===== src/rtl/i2c_codec_target_if.sv =====
`default_nettype none
// ============================================================================
//  Module      : i2c_codec_target_if
//  Description : Bus bundle between the I2C codec target and its environment.
//                Carries the two-wire pins, the ACK drive, the write-commit
//                strobe and the flattened register file.
//  Revision    : 1.0 - initial release
// ============================================================================
interface i2c_codec_target_if #(
    parameter int NUM_REGS = 10
);
    logic                    i_sclk;
    logic                    i_sdat;
    logic                    o_sdat_oe;
    logic                    o_wr_valid;
    logic [6:0]              o_wr_addr;
    logic [8:0]              o_wr_data;
    logic [9*NUM_REGS-1:0]   o_regs;
    logic                    o_busy;

    // Target side: receives the pins, produces everything else
    modport slave (
        input  i_sclk,
        input  i_sdat,
        output o_sdat_oe,
        output o_wr_valid,
        output o_wr_addr,
        output o_wr_data,
        output o_regs,
        output o_busy
    );

    // Bus-driver / observer side
    modport master (
        output i_sclk,
        output i_sdat,
        input  o_sdat_oe,
        input  o_wr_valid,
        input  o_wr_addr,
        input  o_wr_data,
        input  o_regs,
        input  o_busy
    );
endinterface
`default_nettype wire


===== src/rtl/i2c_codec_target.sv =====
`default_nettype none
// ============================================================================
//  Module      : i2c_codec_target
//  Description : Write-only I2C target standing in for an audio codec control
//                port. Matches a 7-bit device address, ACKs address and both
//                payload bytes, decodes {addr[6:0], data[8:0]} and stores the
//                value in a local register file.
//  Options     : I2C_CODEC_TARGET_RESET_REG_EN - a write of 9'h000 to register
//                address 7'h0F clears the whole register file.
//  Revision    : 1.0 - initial release
// ============================================================================
module i2c_codec_target #(
    parameter logic [6:0] DEV_ADDR = 7'h1A,
    parameter int         NUM_REGS = 10
) (
    input  wire logic              i_clk,
    input  wire logic              i_rst,
    i2c_codec_target_if.slave      bus
);

    typedef enum logic [2:0] {
        ST_IDLE   = 3'd0,
        ST_ADDR   = 3'd1,
        ST_ACK_A  = 3'd2,
        ST_BYTE1  = 3'd3,
        ST_ACK_1  = 3'd4,
        ST_BYTE2  = 3'd5,
        ST_ACK_2  = 3'd6,
        ST_IGNORE = 3'd7
    } state_t;

    localparam logic [6:0] c_CLR_ADDR = 7'h0F;

    // Synchronizers and edge history
    logic scl_s1_q, scl_s2_q, scl_h_q;
    logic sda_s1_q, sda_s2_q, sda_h_q;

    // FSM and datapath state
    state_t     state_q,    state_d;
    logic [2:0] bit_cnt_q,  bit_cnt_d;
    logic [7:0] shift_q,    shift_d;
    logic [7:0] byte1_q,    byte1_d;
    logic       oe_q,       oe_d;
    logic       wr_valid_q, wr_valid_d;
    logic [6:0] wr_addr_q,  wr_addr_d;
    logic [8:0] wr_data_q,  wr_data_d;
    logic       busy_q,     busy_d;
    logic [8:0] regs_q [NUM_REGS];

    logic       w_scl_rise, w_scl_fall, w_start, w_stop;
    logic [7:0] w_byte;

    // Bring the asynchronous pins into the clock domain and keep one sample of history
    always_ff @(posedge i_clk) begin
        if (i_rst) begin
            scl_s1_q <= 1'b1; scl_s2_q <= 1'b1; scl_h_q <= 1'b1;
            sda_s1_q <= 1'b1; sda_s2_q <= 1'b1; sda_h_q <= 1'b1;
        end else begin
            scl_s1_q <= bus.i_sclk; scl_s2_q <= scl_s1_q; scl_h_q <= scl_s2_q;
            sda_s1_q <= bus.i_sdat; sda_s2_q <= sda_s1_q; sda_h_q <= sda_s2_q;
        end
    end

    assign w_scl_rise = scl_s2_q & ~scl_h_q;
    assign w_scl_fall = ~scl_s2_q & scl_h_q;
    // SDA may only move while SCL is high for START (fall) or STOP (rise)
    assign w_start    = scl_s2_q & scl_h_q & sda_h_q & ~sda_s2_q;
    assign w_stop     = scl_s2_q & scl_h_q & ~sda_h_q & sda_s2_q;
    // Byte as it stands once the current bit is shifted in
    assign w_byte     = {shift_q[6:0], sda_s2_q};

    // Next-state and datapath decode; bus conditions override bit handling
    always_comb begin
        state_d    = state_q;
        bit_cnt_d  = bit_cnt_q;
        shift_d    = shift_q;
        byte1_d    = byte1_q;
        oe_d       = oe_q;
        wr_valid_d = 1'b0;
        wr_addr_d  = wr_addr_q;
        wr_data_d  = wr_data_q;
        busy_d     = busy_q;

        if (w_start) begin
            state_d   = ST_ADDR;
            bit_cnt_d = 3'd0;
            shift_d   = 8'h00;
            oe_d      = 1'b0;
            busy_d    = 1'b1;
        end else if (w_stop) begin
            state_d   = ST_IDLE;
            bit_cnt_d = 3'd0;
            oe_d      = 1'b0;
            busy_d    = 1'b0;
        end else begin
            case (state_q)
                ST_ADDR, ST_BYTE1, ST_BYTE2: begin
                    if (w_scl_rise) begin
                        shift_d = w_byte;
                        if (bit_cnt_q == 3'd7) begin
                            bit_cnt_d = 3'd0;
                            case (state_q)
                                ST_ADDR:  state_d = (w_byte[7:1] == DEV_ADDR && !w_byte[0])
                                                    ? ST_ACK_A : ST_IGNORE;
                                ST_BYTE1: begin
                                    state_d = ST_ACK_1;
                                    byte1_d = w_byte;
                                end
                                default:  state_d = ST_ACK_2;
                            endcase
                        end else begin
                            bit_cnt_d = bit_cnt_q + 3'd1;
                        end
                    end
                end
                ST_ACK_A, ST_ACK_1, ST_ACK_2: begin
                    // First SCL fall grabs SDA, the second one (end of 9th clock) lets go
                    if (w_scl_fall) begin
                        if (!oe_q) begin
                            oe_d = 1'b1;
                            if (state_q == ST_ACK_2) begin
                                wr_valid_d = 1'b1;
                                wr_addr_d  = byte1_q[7:1];
                                wr_data_d  = {byte1_q[0], shift_q};
                            end
                        end else begin
                            oe_d = 1'b0;
                            case (state_q)
                                ST_ACK_A: state_d = ST_BYTE1;
                                ST_ACK_1: state_d = ST_BYTE2;
                                default:  state_d = ST_IGNORE;
                            endcase
                        end
                    end
                end
                ST_IDLE, ST_IGNORE: oe_d = 1'b0;
                default: begin
                    state_d = ST_IDLE;
                    oe_d    = 1'b0;
                end
            endcase
        end
    end

    // FSM state register
    always_ff @(posedge i_clk) begin
        if (i_rst) state_q <= ST_IDLE;
        else       state_q <= state_d;
    end

    // Datapath and output registers
    always_ff @(posedge i_clk) begin
        if (i_rst) begin
            bit_cnt_q  <= 3'd0;
            shift_q    <= 8'h00;
            byte1_q    <= 8'h00;
            oe_q       <= 1'b0;
            wr_valid_q <= 1'b0;
            wr_addr_q  <= 7'h00;
            wr_data_q  <= 9'h000;
            busy_q     <= 1'b0;
        end else begin
            bit_cnt_q  <= bit_cnt_d;
            shift_q    <= shift_d;
            byte1_q    <= byte1_d;
            oe_q       <= oe_d;
            wr_valid_q <= wr_valid_d;
            wr_addr_q  <= wr_addr_d;
            wr_data_q  <= wr_data_d;
            busy_q     <= busy_d;
        end
    end

    // Register file follows the commit strobe by one cycle; unmatched addresses store nothing
    always_ff @(posedge i_clk) begin
        if (i_rst) begin
            for (int k = 0; k < NUM_REGS; k++) regs_q[k] <= 9'h000;
        end else if (wr_valid_q) begin
`ifdef I2C_CODEC_TARGET_RESET_REG_EN
            if (wr_addr_q == c_CLR_ADDR && wr_data_q == 9'h000) begin
                for (int k = 0; k < NUM_REGS; k++) regs_q[k] <= 9'h000;
            end else begin
                for (int k = 0; k < NUM_REGS; k++)
                    if (wr_addr_q == 7'(k)) regs_q[k] <= wr_data_q;
            end
`else
            for (int k = 0; k < NUM_REGS; k++)
                if (wr_addr_q == 7'(k) && wr_addr_q != c_CLR_ADDR) regs_q[k] <= wr_data_q;
`endif
        end
    end

    generate
        for (genvar k = 0; k < NUM_REGS; k++) begin : g_regs
            assign bus.o_regs[9*k +: 9] = regs_q[k];
        end
    endgenerate

    assign bus.o_sdat_oe  = oe_q;
    assign bus.o_wr_valid = wr_valid_q;
    assign bus.o_wr_addr  = wr_addr_q;
    assign bus.o_wr_data  = wr_data_q;
    assign bus.o_busy     = busy_q;

endmodule
`default_nettype wire

===== src/flat_wrapper.sv =====
// flat-port wrapper written by rule: the top's interface ports become plain ports
module i2c_codec_target_flat 
#(
    parameter logic [6:0] DEV_ADDR = 7'h1A,
    parameter int         NUM_REGS = 10
)
  (i_clk, i_rst, bus_i_sclk, bus_i_sdat, bus_o_sdat_oe, bus_o_wr_valid, bus_o_wr_addr, bus_o_wr_data, bus_o_regs, bus_o_busy);
  i2c_codec_target_if #(.NUM_REGS(NUM_REGS)) bus_i ();
  input  wire logic i_clk;
  input  wire logic i_rst;
  input wire logic [$bits(bus_i.i_sclk)-1:0] bus_i_sclk;
  input wire logic [$bits(bus_i.i_sdat)-1:0] bus_i_sdat;
  output wire logic [$bits(bus_i.o_sdat_oe)-1:0] bus_o_sdat_oe;
  output wire logic [$bits(bus_i.o_wr_valid)-1:0] bus_o_wr_valid;
  output wire logic [$bits(bus_i.o_wr_addr)-1:0] bus_o_wr_addr;
  output wire logic [$bits(bus_i.o_wr_data)-1:0] bus_o_wr_data;
  output wire logic [$bits(bus_i.o_regs)-1:0] bus_o_regs;
  output wire logic [$bits(bus_i.o_busy)-1:0] bus_o_busy;
  assign bus_i.i_sclk = bus_i_sclk;
  assign bus_i.i_sdat = bus_i_sdat;
  assign bus_o_sdat_oe = bus_i.o_sdat_oe;
  assign bus_o_wr_valid = bus_i.o_wr_valid;
  assign bus_o_wr_addr = bus_i.o_wr_addr;
  assign bus_o_wr_data = bus_i.o_wr_data;
  assign bus_o_regs = bus_i.o_regs;
  assign bus_o_busy = bus_i.o_busy;
  i2c_codec_target #(.DEV_ADDR(DEV_ADDR), .NUM_REGS(NUM_REGS)) u_core (.i_clk(i_clk), .i_rst(i_rst), .bus(bus_i));
endmodule

===== config.mk =====
export PLATFORM = sky130hd
export DESIGN_NAME = i2c_codec_target_flat
export DESIGN_NICKNAME = d
export VERILOG_FILES = /design/src/rtl/i2c_codec_target_if.sv /design/src/rtl/i2c_codec_target.sv /design/src/flat_wrapper.sv
export SDC_FILE = /design/constraint.sdc
export NUM_CORES = 1
export LEC_CHECK = 0
export ABC_AREA = 1
export ABC_CLOCK_PERIOD_IN_PS = 3500
export CAP_MARGIN = 20
export CORE_MARGIN = 10
export CORE_UTILIZATION = 30
export DETAILED_ROUTE_END_ITERATION = 12
export PLACE_DENSITY_LB_ADDON = 0.12
export SKIP_LAST_GASP = 1
export SLEW_MARGIN = 5
export SYNTH_ARGS = -nofsm -noshare
export SYNTH_HDL_FRONTEND = slang
export SYNTH_SLANG_ARGS = --single-unit

===== constraint.sdc =====
create_clock -name i_clk -period 3.5 [get_ports i_clk]
set_clock_uncertainty 0.2 [all_clocks]
set_input_delay 1.05 -clock i_clk [delete_from_list [all_inputs] [get_ports i_clk]]
set_output_delay 1.05 -clock i_clk [all_outputs]
set_load 0.03 [all_outputs]

==> impl_metrics.ini <==
[pwr]
finalPower_mw = 3.93
pwr-share-comb = 0.078
clockPowerShare = 0.463
p_int_mw = 3.06
seqPwrFrac = 0.459
p_per_area_nw_per_um2 = 556
ir_drop_uv = 370
swShare = 0.222
p_leak_nw = 2.47
p_switching_mw = 0.871

[outcome]
status = complete, no violations

[floorplan]
core_sq_um = 16600
dieArea_sq_um = 22700
die_width_um = 151
initial_core_util = 0.307
num_rows = 47
io_pins = 113
die_h_um = 151

[synth]
synth_compound_area_frac = 0.0704
yosysSeqAreaShare = 0.712
syn_area_sq_um = 5120
synthXorXnorAreaFrac = 0
syn_area_per_cell_sq_um = 11.1
ys.warnings.count = 0
syn_inst = 463
synth-simple-area-share = 0.171
synthesis.nets = 469
synthAdderAreaFrac = 0.00489
synthMuxAreaShare = 0
ys_seq_elements = 137
ys_types = 24
synth_top_family_by_area = simple AND/OR/NAND/NOR gates

[clocking]
root_buffer = clkbuf_16
cts_hold_buf = 0
cts_tree = yes
cts_buffers = 17
h-tree-depth = 4
insertion_delay_ns = 0.41
clk_pin_slew_ns = 0.06
cts.path.max_buffers = 2
cts_setup_buffers = 0
post_cts_resize_count = 0
cts_sinks = 137

[final_layout]
regArea_sq_um = 3640
n_antenna_cell = 0
final_nets = 582
utilization = 0.424
multiInputGateArea_sq_um = 1260
layout.cells.most_common_list = 116 x nor2_1, 112 x clkdlybuf4s50_1, 90 x edfxtp_1, 54 x nand2_1, 47 x dfxtp_1
drive_gt1_frac = 0.0832
area_growth_pct = 37.9
final_cell_count_no_fill = 809
final_common_cell = nor2_1
fillers = 1551

[worst_hold_path]
hp-class = reg -> reg
whs_path_depth = 1

[timing]
max_freq_ghz = 0.350
setup_tns_ns = 0
hold_viol_final = 0
fin_crit_ns = 2.86
max_slew.worst_pin.slew_ns = 0.985
finalMaxSlewViolations = 0
post-route-period-util = 0.817
relSlewSlack = 0.342
rsz0062_at_grt = no
setup_viol = 0

[global_routing]
grt_pass1_vias = 3592
grt_max_degree = 34
grt_usage = 0.119
grt_first_pass_wirelength_mm = 20.5
gr-total-overflow = 0
antenna_found_initial = 0

[detailed_routing]
viasPerCell = 4.39
drt_first_pass_iters = 5
drc = 0
drt_first_iter_violations = 195
num_vias = 3553
wl_per_cell_um = 16.5
ant_nets = 0
wirelength_mm = 13.4

[setup_path]
cp_top_family = buffers and inverters
critPathArrivalTime_ns = 1.61
rr_endpoint = u_core.bus.o_wr_data[6]
reg2reg_slack_ns = 1.21
crit_chain = clkdlybuf4s50_1
critPathRequiredTime_ns = 2.25
slowest_delay_ns = 0.75
setup.worst_path.end_class = output port
worstPathMaxFanout = 4
crit_cells = 1
startpoint = u_core.bus.o_wr_addr[3]
slowest_stage = clkdlybuf4s50_1
critPathBufInv = 1
r2r_cells = 6
crit_type = reg -> out
critPathCapture = bus_o_wr_addr[3]
timing.rr.start = u_core.state_q[0]
start_kind = flip-flop

[job]
drv_cap = 0

[placement]
placedCellCount = 777
io_buffers = 112
gp_congestion = 0.836
hpwl_mm = 9.64
## Yosys cell counts
cell type | count | area share
dfxtp_1 | 47 | 0.18
inv_1 | 34 | 0.025
or2_2 | 4 | 0.0049
nor3_1 | 2 | 0.0020
nor4_2 | 1 | 0.0024
a21oi_1 | 32 | 0.031
ha_1 | 2 | 0.0049
o211a_1 | 1 | 0.0020
o21ai_0 | 34 | 0.033
nor4_4 | 2 | 0.0083
nand3_2 | 8 | 0.016
buf_1 | 1 | 0.00073
nand2_1 | 54 | 0.040
nor2_1 | 116 | 0.085
o21ai_1 | 1 | 0.00098
nor3_2 | 1 | 0.0020
a211oi_1 | 1 | 0.0015
clkbuf_1 | 14 | 0.010
edfxtp_1 | 90 | 0.53
nand3b_1 | 1 | 0.0015
inv_2 | 1 | 0.00073
buf_2 | 5 | 0.0049
nand3_1 | 10 | 0.0098
o21a_1 | 1 | 0.0015
## area by class of cell
cell class,instances,area share
clock inverter,15,0.0259
inverter,35,0.0186
clock buffer,17,0.0603
multi-input combinational,271,0.179
sequential,137,0.516
tap,220,0.0390
timing repair buffer,114,0.161
## power groups by stage
stage	Sequential (mW)	Clock (mW)	Combinational [mW]
after floorplan	1.90	0	0.125
after global placement	1.84	0	0.305
after detailed placement	1.84	0	0.308
after CTS	1.80	1.86	0.308
after global routing	1.81	1.94	0.334
final	1.80	1.82	0.306
## worst min-delay path by stage
stage	start	to	slack [ns]
global route	u_core.sda_s1_q	u_core.sda_s2_q	0.22
CTS	u_core.sda_s1_q	u_core.sda_s2_q	0.21
global placement	u_core.scl_s1_q	u_core.scl_s2_q	0.20
finish	u_core.sda_s1_q	u_core.sda_s2_q	0.21
detailed placement	u_core.sda_s1_q	u_core.sda_s2_q	0.20
floorplan	u_core.scl_s1_q	u_core.scl_s2_q	0.19
## sequential cells by signal, summed over array words and instances, names as in the netlist, 3 cells and up
name and flops:
u_core.bit_cnt_q 3, u_core.bus.o_wr_addr 7, u_core.bus.o_wr_data 9, u_core.byte1_q 8, u_core.regs_q 90, u_core.shift_q 8
u_core.state_q 3
## layer usage
layer / wire, um / vias up / track usage / part of all wire
met1: 5480 / 1671 / 0.133 / 0.41
met3: 885 / 6 / 0.0387 / 0.066
met5: 0 / - / 0 / 0
met4: 71 / 0 / 0.0419 / 0.0053
met2: 6930 / 101 / 0.208 / 0.52
li1: - / 1775 / - / -
## cells by family after synthesis
| logic type | count (synthesis) |
|---|---|
| buffers and inverters | 55 |
| and+or+nand+nor | 199 |
| DFF | 137 |
| adders and majority gates | 2 |
| AOI/OAI and AO/OA | 70 |
## stage by stage
| stage | setup WS [ns] | instance area, sq um | hold slack [ns] |
|---|---|---|---|
| finish | 0.639 | 7060 | 0.213 |
| global route | 0.578 | 7060 | 0.224 |
| CTS | 0.588 | 7060 | 0.212 |
| detailed placement | 0.576 | 6450 | 0.199 |
| global placement | 0.630 | 6450 | 0.198 |
| floorplan | 0.862 | 5120 | 0.189 |
No activity file was read; power rests on OpenSTA's default activity.
